[config.mk]
export PLATFORM = sky130hd
export DESIGN_NAME = tx_fifo_pkt_sched
export DESIGN_NICKNAME = d
export VERILOG_FILES = /design/src/rtl/tx_fifo_pkt_sched.sv
export SDC_FILE = /design/constraint.sdc
export NUM_CORES = 1
export LEC_CHECK = 0
export CORE_ASPECT_RATIO = 1.2
export CORE_MARGIN = 3
export CORE_UTILIZATION = 55
export CTS_CLUSTER_DIAMETER = 80
export CTS_CLUSTER_SIZE = 28
export DETAILED_ROUTE_END_ITERATION = 6
export DONT_BUFFER_PORTS = 1
export PLACE_DENSITY_LB_ADDON = 0.25
export SLEW_MARGIN = 20
export SYNTH_ARGS = -nofsm -noshare
export SYNTH_HDL_FRONTEND = slang
export SYNTH_SLANG_ARGS = --single-unit
[constraint.sdc]
create_clock -name clk -period 3 [get_ports clk]
set_input_delay 0.3 -clock clk [delete_from_list [all_inputs] [get_ports clk]]
set_output_delay 0.3 -clock clk [all_outputs]
set_load 0.005 [all_outputs]
[src/rtl/tx_fifo_pkt_sched.sv]
// tx_fifo_pkt_sched: TX FIFO read scheduler that cuts the byte stream into fixed-length packets for the UDP stack.
// Optional feature: define TX_SCHED_TIMEOUT_FLUSH_EN to flush a short packet after TIMEOUT_CYCLES of stalled residual data.
module tx_fifo_pkt_sched #(
    parameter int PKT_LEN        = 1024,
    parameter int WR_BYTES       = 16,
    parameter int OCC_W          = 13,
    parameter int GAP_CYCLES     = 12,
    parameter int TIMEOUT_CYCLES = 65535
) (
    input  logic        clk,
    input  logic        rst,
    input  logic        fifo_wr_en,
    input  logic        fifo_wr_full,
    input  logic        fifo_rd_empty,
    output logic        fifo_rd_en,
    input  logic [7:0]  fifo_rd_data,
    output logic        tx_req,
    output logic [15:0] tx_len,
    input  logic        tx_ack,
    input  logic        tx_data_req,
    output logic [7:0]  tx_data,
    output logic        tx_data_valid,
    output logic        tx_busy,
    output logic        ovf_err
);
    localparam int GAP_W = $clog2(GAP_CYCLES + 1);
    localparam logic [OCC_W-1:0] OCC_PKT  = OCC_W'(PKT_LEN);
    localparam logic [OCC_W-1:0] OCC_INC  = OCC_W'(WR_BYTES);
    localparam logic [15:0]      LEN_PKT  = 16'(PKT_LEN);
    localparam logic [GAP_W-1:0] GAP_LAST = GAP_W'(GAP_CYCLES - 1);

    typedef enum logic [1:0] {IDLE, REQ, SEND, GAP} state_t;

    state_t state, state_nx;
    logic [OCC_W-1:0] occ;
    logic [15:0] sent, len_q;
    logic [GAP_W-1:0] gap_cnt;
    logic rd_q, wr_ok, flush;

    assign wr_ok = fifo_wr_en & ~fifo_wr_full;

`ifdef TX_SCHED_TIMEOUT_FLUSH_EN
    localparam int STALL_W = $clog2(TIMEOUT_CYCLES + 1);
    logic [STALL_W-1:0] stall;
    logic residual;

    assign residual = (state == IDLE) && (occ != '0) && (occ < OCC_PKT);
    assign flush    = residual && (stall == STALL_W'(TIMEOUT_CYCLES));

    // stall timer: runs only while a partial packet sits idle, restarts on every accepted write
    always_ff @(posedge clk)
        stall <= (rst || wr_ok || !residual) ? '0 : stall + STALL_W'(1);
`else
    // residual bytes simply wait for more data; the comparison is constant false
    assign flush = (TIMEOUT_CYCLES < 0);
`endif

    // state register
    always_ff @(posedge clk)
        state <= rst ? IDLE : state_nx;

    // next-state logic
    always_comb begin
        state_nx = state;
        unique case (state)
            IDLE: if (occ >= OCC_PKT || flush) state_nx = REQ;
            REQ:  if (tx_ack) state_nx = SEND;
            SEND: if (sent == len_q && rd_q) state_nx = GAP;
            GAP:  if (gap_cnt == GAP_LAST) state_nx = IDLE;
        endcase
    end

    // outputs: read is issued combinationally, data is qualified one cycle later by rd_q
    always_comb begin
        fifo_rd_en    = (state == SEND) && tx_data_req && (sent < len_q) && !fifo_rd_empty;
        tx_req        = (state == REQ);
        tx_busy       = (state != IDLE);
        tx_len        = len_q;
        tx_data_valid = rd_q;
        tx_data       = rd_q ? fifo_rd_data : '0;
    end

    // datapath: occupancy, byte count, latched length, read-latency tap, gap timer, overflow flag
    always_ff @(posedge clk) begin
        if (rst) begin
            occ     <= '0;
            sent    <= '0;
            len_q   <= '0;
            rd_q    <= 1'b0;
            gap_cnt <= '0;
            ovf_err <= 1'b0;
        end else begin
            occ     <= occ + (wr_ok ? OCC_INC : '0) - OCC_W'(fifo_rd_en);
            sent    <= (state == IDLE) ? '0 : sent + 16'(fifo_rd_en);
            rd_q    <= fifo_rd_en;
            gap_cnt <= (state == GAP) ? gap_cnt + GAP_W'(1) : '0;
            ovf_err <= ovf_err | (fifo_wr_en & fifo_wr_full);
            if (state == IDLE && state_nx == REQ)
                len_q <= (occ >= OCC_PKT) ? LEN_PKT : 16'(occ);
        end
    end
endmodule
==> results.cfg <==
[synthesis]
synthArstFlopShare_pct = 0
ys_types = 44
netlist_area_um2 = 2700
syn_inst = 311
synth_edf_count = 0
ys.flop_type = dfxtp_1
ys_warn_count = 0
ys_seq_elements = 50
yosysTopAreaCell = dfxtp_1
yosys-top-cells-area = dfxtp_1, ha_1, inv_1, nor2_1, nor3_1
avgSynthCellArea_um2 = 8.67
synth_most_common_cell = dfxtp_1
netlist.area_leader.share_pct = 37.1
synth_common_cells = dfxtp_1, inv_1, ha_1
ys_seq_area_share_pct = 37.1

[min_path]
hold_class = input pin to flop
min_path_cells = 1
min-delay-start = rst
whs_endpoint = occ[9]$_SDFF_PP0_

[sta]
fmax_mhz = 306
skew_ns = 0.0113
rsz0062_at_grt = true
period_needed_ns = 3.26
worst_slack_ns = -0.263
min_period_over_period_pct = 109
finalHoldViolCount = 0
finalMaxSlewViolations = 0
setup_viol = 5

[floorplan]
start_util_pct = 57.8
die_w_um = 69.9
boundaryPins = 44
core-area_um2 = 4660
row_count = 27
die_area_um2 = 5780
die_h_um = 82.7

[clock_tree]
cts_sinks = 50
root_buffer = clkbuf_8
tritoncts = built
clk_latency_ns = 0.30
hold_buffers = 0
clkSlewWorstSetupHoldPaths_ns = 0.09
cts.htree.levels = 2
numCtsBuffers = 5
clk_path_buf_depth = 2

[global_routing]
overflow = 0
grt_use_total_pct = 20.2
grt_pass1_vias = 2235
antenna_found_initial = 0
grt_pass1_wl_um = 9380
grt_max_degree = 38

[worst_setup_path]
start_kind = flop
r2r_slack_ns = -0.26
path_class = flop to flop
critPathMaxFanout = 4
timing.rr.start = tx_len[6]$_SDFFE_PP0P_
critPathArrivalTime_ns = 3.50
rr_worst_depth = 15
required_ns = 3.24
r2r-end = occ[9]$_SDFF_PP0_
critical_path.endpoint_type = flop

[power]
switching_share_pct = 36.4
peakVddDrop_v = 0.000571
power_frac_comb_pct = 49.1
pwr-share-clk_pct = 16.4
power_density_nw_per_um2 = 677
power.switching_mw = 0.819
p_leak_nw = 1.42
p_int_mw = 1.43
pwr-share-seq_pct = 34.5
power_mw = 2.25

[cells_and_area]
fillers = 373
fin_area_um2 = 3330
drive_gt1_share_pct = 26.5
finalNetCount = 408
area_growth_pct = 23.4
diodes = 0

[route]
vias = 2219
first_iter_violations = 82
detail_route.first_pass.iterations = 4
routed_wl_um = 5570
drc_errors = 0
antenna_left = 0
avgViaCountPerCell = 5.32
wl_per_cell_um = 13.4

[placement]
gp_congestion = 0.807
dpl-instance-area_um2 = 3140
port-buffer-count = 0
hpwl_um = 4130

[status]
status = finished, violations left
violations = setup timing

[run]
timing.max_cap.violations = 0
-- cell type report --
class | instances | area (µm²) | area share (%)
clock buffer | 7 | 76.3 | 2.29
multi-input combinational | 216 | 1660 | 49.9
tap | 58 | 72.6 | 2.18
timing repair buffer | 49 | 368 | 11.1
inverter | 37 | 139 | 4.17
sequential | 50 | 1010 | 30.4
-- registers in the layout (all words and copies together), names as in the netlist --
register       flops
sent              16
occ               13
tx_len            13
gap_cnt            4
state              2
ovf_err            1
tx_data_valid      1
-- cells in the final DEF, fill, tap and decap left out, drive strengths merged, types with 3 or more instances in the layout --
cell    synthesis  layout
a21o            3       3
a21oi          14      14
a221oi          4       4
and2           10      10
and3            3       3
buf             3      49
clkbuf          7       7
conb            1       3
dfxtp          50      50
ha             33      33
inv            37      37
nand2           9       9
nand2b          3       3
nand3          11      11
nor2           32      32
nor2b          12      12
nor3           23      23
nor3b           4       4
o21ai           8       8
or3             5       5
xnor2           8       8
xor2            8       8
-- power by group through the flow --
| stage | clock, mW | combinational, mW | sequential [mW] |
|---|---|---|---|
| finish | 0.369 | 1.11 | 0.777 |
| global route | 0.407 | 1.23 | 0.784 |
| CTS | 0.384 | 1.07 | 0.777 |
| detailed placement | 0 | 1.04 | 0.793 |
| global placement | 0 | 1.01 | 0.791 |
| floorplan | 0 | 0.802 | 0.789 |
-- critical path, stage by stage (launching register included) --
cell      delay (ns)
dfxtp_2         0.34
inv_2           0.05
ha_4            0.24
and4_4          0.17
a21oi_2         0.14
o221ai_2        0.10
a221oi_2        0.27
ha_2            0.22
inv_2           0.04
ha_4            0.15
fa_2            0.33
nor2b_4         0.13
o31a_1          0.33
o211a_1         0.25
or3_1           0.32
a21oi_2         0.11
-- what timing repair did --
| action | 4_1_cts | 5_1_grt |
|---|---|---|
| pin swaps | 11 | 9 |
| gates resized for setup | 11 | 9 |
| endpoints found under the hold margin | 0 | 0 |
| setup endpoints to repair | 6 | 10 |
| buffers inserted | 1 | 2 |
-- worst max path at each step --
stage	startpoint	to	slack (ns)
2_1_floorplan	tx_len[4]$_SDFFE_PP0P_	occ[9]$_SDFF_PP0_	-0.31
3_3_place_gp	tx_len[4]$_SDFFE_PP0P_	occ[9]$_SDFF_PP0_	-0.29
3_5_place_dp	tx_len[4]$_SDFFE_PP0P_	occ[9]$_SDFF_PP0_	-0.35
4_1_cts	tx_len[7]$_SDFFE_PP0P_	occ[9]$_SDFF_PP0_	-0.27
5_1_grt	tx_len[6]$_SDFFE_PP0P_	occ[9]$_SDFF_PP0_	-0.40
6_report	tx_len[6]$_SDFFE_PP0P_	occ[9]$_SDFF_PP0_	-0.26
-- cell families after synthesis --
| family | count (synthesis) | share of synthesized area [%] |
|---|---|---|
| AOI/OAI and AO/OA | 42 | 10.6 |
| xor gates and xnor gates | 16 | 5.20 |
| adders and majority gates | 34 | 16.1 |
| buffers and inverters | 47 | 6.96 |
| DFF | 50 | 37.1 |
| muxes | 2 | 0.835 |
| other | 1 | 0.139 |
| and+or+nand+nor | 119 | 23.1 |
-- stage by stage --
| step | util, % | setup WS [ns] | hold WS (ns) | TNS (ns) | cells |
|---|---|---|---|---|---|
| global route | 71.4 | -0.403 | 0.0402 | -1.62 | 417 |
| detailed placement | 67.3 | -0.347 | 0.377 | -0.951 | 407 |
| finish | 71.4 | -0.263 | 0.0620 | -0.690 | 417 |
| floorplan | - | -0.307 | 0.432 | -0.737 | 313 |
| CTS | 70.3 | -0.265 | 0.0449 | -0.680 | 415 |
| global placement | 67.3 | -0.287 | 0.374 | -0.786 | 407 |
-- routing by layer --
layer | vias up | share of wire [%] | global-route usage, %
met5 | - | 0 | 0
met4 | 0 | 2.2 | 8.62
met3 | 12 | 4.1 | 5.33
met2 | 36 | 54 | 40.9
met1 | 1030 | 40 | 19.3
li1 | 1141 | - | -
Note: power is estimated with default switching activity, not from simulation.
